==> src/rtl/eq_audio_pkg.sv <==
// Shared audio constants for the equalizer chain: sample width, channel-select codes
// and the I2S receiver's frame-tracking states.
`timescale 1ns/1ps
package eq_audio_pkg;
   localparam int AUDIO_WIDTH = 24;

   localparam int CH_LEFT  = 0;
   localparam int CH_RIGHT = 1;
   localparam int CH_MIX   = 2;

   typedef enum logic [1:0] {
      UNLOCKED = 2'd0,
      LEFT     = 2'd1,
      RIGHT    = 2'd2
   } rx_state_t;
endpackage

==> src/rtl/i2s_rx_deserializer_sync_edge.sv <==
// Brings sck/ws/sd into clk through 2-FF synchronisers; emits a one-clk sck_rise with ws/sd
// registered alongside so all three stay aligned. Latency 3 clk from pin; no backpressure.
`timescale 1ns/1ps
module i2s_sync_edge (
   input  logic clk,
   input  logic rst_n,
   input  logic i2s_sck,
   input  logic i2s_ws,
   input  logic i2s_sd,
   output logic sck_rise,
   output logic ws_s,
   output logic sd_s
);
   logic [1:0] sck_ff;
   logic [1:0] ws_ff;
   logic [1:0] sd_ff;
   logic       sck_d;

   always_ff @(posedge clk or negedge rst_n) begin
      if (!rst_n) begin
         sck_ff   <= '0;
         ws_ff    <= '0;
         sd_ff    <= '0;
         sck_d    <= 1'b0;
         sck_rise <= 1'b0;
         ws_s     <= 1'b0;
         sd_s     <= 1'b0;
      end else begin
         sck_ff   <= {sck_ff[0], i2s_sck};
         ws_ff    <= {ws_ff[0], i2s_ws};
         sd_ff    <= {sd_ff[0], i2s_sd};
         sck_d    <= sck_ff[1];
         sck_rise <= sck_ff[1] & ~sck_d;
         ws_s     <= ws_ff[1];
         sd_s     <= sd_ff[1];
      end
   end
endmodule

==> src/rtl/i2s_rx_deserializer.sv <==
// Slave-mode I2S receiver: one signed mono sample per stereo frame with a one-clk strobe,
// 4 clk after the closing SCK rise at the pin. No backpressure; framing faults pulse frame_err.
`timescale 1ns/1ps
module i2s_rx_deserializer
   import eq_audio_pkg::*;
#(
   parameter int DATA_WIDTH = AUDIO_WIDTH,
   parameter int MAX_SLOT   = 32,
   parameter int CH_SEL     = CH_MIX
) (
   input  logic                  clk,
   input  logic                  rst_n,
   input  logic                  i2s_sck,
   input  logic                  i2s_ws,
   input  logic                  i2s_sd,
   output logic [DATA_WIDTH-1:0] sample_out,
   output logic                  sample_valid,
   output logic                  frame_err,
   output logic                  locked
);
   localparam int CW = $clog2(MAX_SLOT + 1);
   localparam int IW = $clog2(DATA_WIDTH);

   logic                  sck_rise;
   logic                  ws_s;
   logic                  sd_s;
   logic                  ws_prev;
   rx_state_t             state;
   logic [CW-1:0]         bit_cnt;
   logic [DATA_WIDTH-1:0] shift_q;
   logic [DATA_WIDTH-1:0] left_q;

   logic [IW-1:0]         idx_c;
   logic [DATA_WIDTH-1:0] word_c;
   logic [DATA_WIDTH:0]   sum_c;
   logic [DATA_WIDTH-1:0] sel_c;
   logic [CW-1:0]         cnt_inc;
   logic                  timeout_c;
   logic                  short_c;

   i2s_sync_edge u_sync (
      .clk      (clk),
      .rst_n    (rst_n),
      .i2s_sck  (i2s_sck),
      .i2s_ws   (i2s_ws),
      .i2s_sd   (i2s_sd),
      .sck_rise (sck_rise),
      .ws_s     (ws_s),
      .sd_s     (sd_s)
   );

   // Bits land left-justified by position, so a short slot leaves its missing LSBs at zero.
   always_comb begin
      word_c = shift_q;
      idx_c  = IW'(DATA_WIDTH - 1) - IW'(bit_cnt);
      if (bit_cnt < CW'(DATA_WIDTH))
         word_c[idx_c] = sd_s;
      sum_c     = {left_q[DATA_WIDTH-1], left_q} + {word_c[DATA_WIDTH-1], word_c};
      sel_c     = sum_c[DATA_WIDTH:1];
      if (CH_SEL == CH_LEFT)
         sel_c = left_q;
      else if (CH_SEL == CH_RIGHT)
         sel_c = word_c;
      cnt_inc   = (bit_cnt == CW'(MAX_SLOT)) ? bit_cnt : bit_cnt + 1'b1;
      timeout_c = (bit_cnt == CW'(MAX_SLOT - 1));
      short_c   = (bit_cnt < CW'(DATA_WIDTH - 1));
   end

   always_ff @(posedge clk or negedge rst_n) begin
      if (!rst_n) begin
         state        <= UNLOCKED;
         ws_prev      <= 1'b0;
         bit_cnt      <= '0;
         shift_q      <= '0;
         left_q       <= '0;
         sample_out   <= '0;
         sample_valid <= 1'b0;
         frame_err    <= 1'b0;
         locked       <= 1'b0;
      end else begin
         sample_valid <= 1'b0;
         frame_err    <= 1'b0;
         if (sck_rise) begin
            ws_prev <= ws_s;
            if (ws_s != ws_prev) begin
               // The bit on a WS change still belongs to the slot that is closing.
               bit_cnt <= '0;
               shift_q <= '0;
               case (state)
                  UNLOCKED: begin
                     if (!ws_s) begin
                        state  <= LEFT;
                        locked <= 1'b1;
                     end
                  end
                  LEFT: begin
                     left_q    <= word_c;
                     state     <= RIGHT;
                     frame_err <= short_c;
                  end
                  RIGHT: begin
                     sample_out   <= sel_c;
                     sample_valid <= 1'b1;
                     state        <= LEFT;
                     frame_err    <= short_c;
                  end
                  default: begin
                     state  <= UNLOCKED;
                     locked <= 1'b0;
                  end
               endcase
            end else begin
               bit_cnt <= cnt_inc;
               shift_q <= word_c;
               if (timeout_c) begin
                  frame_err <= 1'b1;
                  state     <= UNLOCKED;
                  locked    <= 1'b0;
               end
            end
         end
      end
   end
endmodule

==> config.mk <==
export PLATFORM = sky130hd
export DESIGN_NAME = i2s_rx_deserializer
export DESIGN_NICKNAME = d
export VERILOG_FILES = /design/src/rtl/eq_audio_pkg.sv /design/src/rtl/i2s_rx_deserializer_sync_edge.sv /design/src/rtl/i2s_rx_deserializer.sv
export SDC_FILE = /design/constraint.sdc
export NUM_CORES = 1
export LEC_CHECK = 0
export ABC_AREA = 1
export CAP_MARGIN = 20
export CORE_ASPECT_RATIO = 1.2
export CORE_MARGIN = 2
export CORE_UTILIZATION = 35
export CTS_CLUSTER_SIZE = 40
export DETAILED_ROUTE_END_ITERATION = 12
export PLACE_DENSITY = 0.5
export SYNTH_ARGS = -nofsm -noshare
export SYNTH_HDL_FRONTEND = slang
export SYNTH_SLANG_ARGS = --single-unit
==> constraint.sdc <==
create_clock -name clk -period 4.4 [get_ports clk]
set_input_delay 0.44 -clock clk [delete_from_list [all_inputs] [get_ports clk]]
set_output_delay 0.44 -clock clk [all_outputs]
set_load 0.005 [all_outputs]
==> summary.txt <==
Synthesis
  • Mapped Area: approximately 0.0054 sq mm
  • Top FF cell, synth: dfrtp_1
  • Async S/R FF share, synth: 100%
  • Mapped Avg Cell Area: around 7.8 sq um
  • #FFs+latches synth: 94
  • Dominant cell by count in the synthesized netlist: nand2_1
  • Synthesized Nets: about 730
  • Synth area leader: dfrtp_1
  • Synth top area share: a little over two fifths
  • Synth cell count leaders: nand2_1, dfrtp_1, inv_1
  • Netlist cell types: 42
  • Area contributors post-synth: dfrtp_1, nand2_1, ha_1
  • Cells after Synth: 693
  • Register area share after synthesis: 43.3%
  • Number of flops mapped to enable cells by yosys: 0
  • Warnings, synthesis: 0

Worst setup path
  • R2R Setup Slk: 1150 ps
  • Critical-path cell list: nand2_1 > inv_1 > nor2_4 > nand2_1 > nor2_1 > nor2_1 > a21oi_1 > ha_1 > a21oi_1 > nand2_1 > a21boi_2 > o21ai_1 > nand2_1 > nand2_1 > xor2_1 > nand2_1 > nand2_1
  • Data required, critical path: 4700 ps
  • Worst R2R Start: bit_cnt[3]$_DFFE_PN0P_
  • Worst r2r dst: sample_out[17]$_DFFE_PN0P_
  • CP endpoint kind: register
  • CP dominant cell by count: nand2_1
  • Crit path arrival time: 3550 ps
  • Startpoint class of the critical path: register
  • Max FO, Critical Path: 7
  • CP max stage cell: dfrtp_1
  • R2r worst-path depth: 17
  • CP max stage delay: ~450 ps
  • Critical path class: register to register

Timing
  • Final period util: roughly three quarters
  • Skew final: 9.10 ps
  • RSZ-0062 raised after global routing: false
  • Final Critical Period: 3250 ps
  • Setup_tns: 0 ps
  • Max Clock Freq: 308 MHz
  • Rel. slew slack: between 30 and 40%
  • Least-Margin Pin Slew: 940 ps
  • Final Max Slew Viols: 0
  • Final Hold Fails: 0
  • Final setup viols: 0

Finish
  • Sequential cell area: approximately 0.0024 sq mm
  • Fraction of layout cells with a size suffix above 1: 6.06%
  • Non-filler cells, final: 930
  • # fillers: 1591
  • Multi-input gate area: 0.00271 sq mm
  • Synth-to-layout area growth: 15.1%
  • Total Nets Final: 759
  • # diodes: 0

Clock network
  • H-tree levels: 3
  • CTS root buf: clkbuf_16
  • CTS clk-pin slew, worst paths: 80 ps
  • Clk sinks: 94
  • Clk_lat worst skew: 370 ps
  • Post-CTS setup buffer count: 0
  • Total CTS buffers: 9
  • Cts repair resizes: 0
  • CTS Buffer Depth: 2
  • CTS tree: built
  • CTS Hold Buffers Added: 0

Global routing
  • GRT Total Usage: 18.4%
  • Initial antenna violation count: 0
  • Number of global-route vias before repair: 4631
  • Global-route wire length before repair: 24.1 mm
  • Overflow after GRT: 0
  • Largest net degree at the start of global routing: 67

Route
  • Routed Antenna Nets: 0
  • # DRC: 0
  • First drt pass iteration count: 4
  • Vias per cell: 4.97
  • Wirelength per Cell: 15.7 um
  • Initial DRC Count: 191
  • WL final: 14.6 mm
  • Via Count: 4619

Pwr
  • Lkg Pwr: 0.00305 uW
  • Pwr/cell area: 404 mW/mm^2
  • Peak VDD IR: roughly 0.00017 V
  • Total power: 2520 uW

Placement
  • Placed cells: slightly above 900
  • Port Buf Inserts: 31
  • Gp weighted congestion: 0.918
  • HPWL Detailed: 11.2 mm

Hold path
  • Worst hold-check path type: input pin to async pin

Status
  • Status: finished, final reports clean

Floorplanning
  • # IOs: 32
  • Core area: between 0.015 and 0.02 sq mm
  • Cell Rows: 49
  • Initial core utilization: 36.0%
  • Die width: around 120 um
  • DIE AREA: ~0.017 sq mm
  • Height of the die: 140 um

Run
  • Max-Cap Viols: 0
## sequential cells by signal, summed over array words and instances (netlist names)
register         count
locked               1
u_sync.ws_s          1
u_sync.sck_rise      1
sample_valid         1
left_q              24
sample_out          24
ws_prev              1
u_sync.sd_s          1
u_sync.sck_ff        2
u_sync.ws_ff         2
state                2
u_sync.sck_d         1
shift_q             24
u_sync.sd_ff         2
frame_err            1
bit_cnt              6
## critical path: cells and delay by family (launching register included)
family	cells	cell delay, ps
AOI/OAI and AO/OA	4	900
and+or+nand+nor	10	1260
xor gates and xnor gates	1	160
adders and majority gates	1	350
DFF	1	450
buffers and inverters	1	80
## stage by stage
step | cell area, sq um | hold slack (ps) | util [%] | setup WS [ps]
final | 6240 | 172 | 41.4 | 1150
after global routing | 6240 | 255 | 41.4 | 860
after CTS | 6240 | 209 | 41.4 | 1170
after detailed placement | 5930 | 335 | 39.3 | 1180
after global placement | 5930 | 334 | 39.3 | 1230
after floorplan | 5430 | 144 | - | 1820
## worst max-delay path by stage
stage                     slack (ps)  cells after the start              startpoint                    endpoint
final                           1150                     17  bit_cnt[3]$_DFFE_PN0P_  sample_out[17]$_DFFE_PN0P_
after global routing             860                     19  bit_cnt[3]$_DFFE_PN0P_  sample_out[20]$_DFFE_PN0P_
after CTS                       1170                     17  bit_cnt[3]$_DFFE_PN0P_   sample_out[9]$_DFFE_PN0P_
after detailed placement        1180                     17  bit_cnt[3]$_DFFE_PN0P_   sample_out[9]$_DFFE_PN0P_
after global placement          1230                     13  bit_cnt[0]$_DFFE_PN0P_  sample_out[12]$_DFFE_PN0P_
after floorplan                 1820                     16  bit_cnt[3]$_DFFE_PN0P_  sample_out[19]$_DFFE_PN0P_
## kinds of logic after synthesis
kind of cell             count (synthesis)  share of synthesized area (%)
multiplexers                             1                          0.207
buffers and inverters                   92                           6.73
flip-flops                              94                           43.3
XOR/XNOR                                12                           1.94
AND/OR/NAND/NOR                        326                           25.5
adder cells (fa/ha/maj)                 33                           7.75
AO/OA/AOI/OAI                          135                           14.5
## report_power, final
group	switching, uW	internal [uW]	leakage (uW)	total [uW]
registers	60.6	954	0.00128	1010
clock network	415	410	0.000153	826
logic	438	245	0.00162	683
total	914	1610	0.00305	2520
## layer usage
metal,global-route usage [%],share of wire (%),wire [um]
met1,22.7,45,6510
met2,32.2,50,7240
met3,2.24,2.8,407
met4,8.56,2.8,406
met5,0,0,0
## final cells by class
cell class	instances	share of cell area [%]
multi-input combinational	507	43.4
inverter	76	4.57
sequential	94	37.7
clock buffer	9	3.61
clock inverter	7	1.50
tap	204	4.09
timing repair buffer	33	5.17
## cell usage in the layout, fill, tap and decap left out, drive strengths merged, types with 11 or more instances in the layout
cell / instances
dfrtp: 94
nand2: 196
inv: 78
a22o: 14
nand3: 40
o21ai: 50
clkdlybuf4s50: 30
a21oi: 46
ha: 32
nor2: 63
nor3: 11
Note: power is estimated with default switching activity, not from simulation.
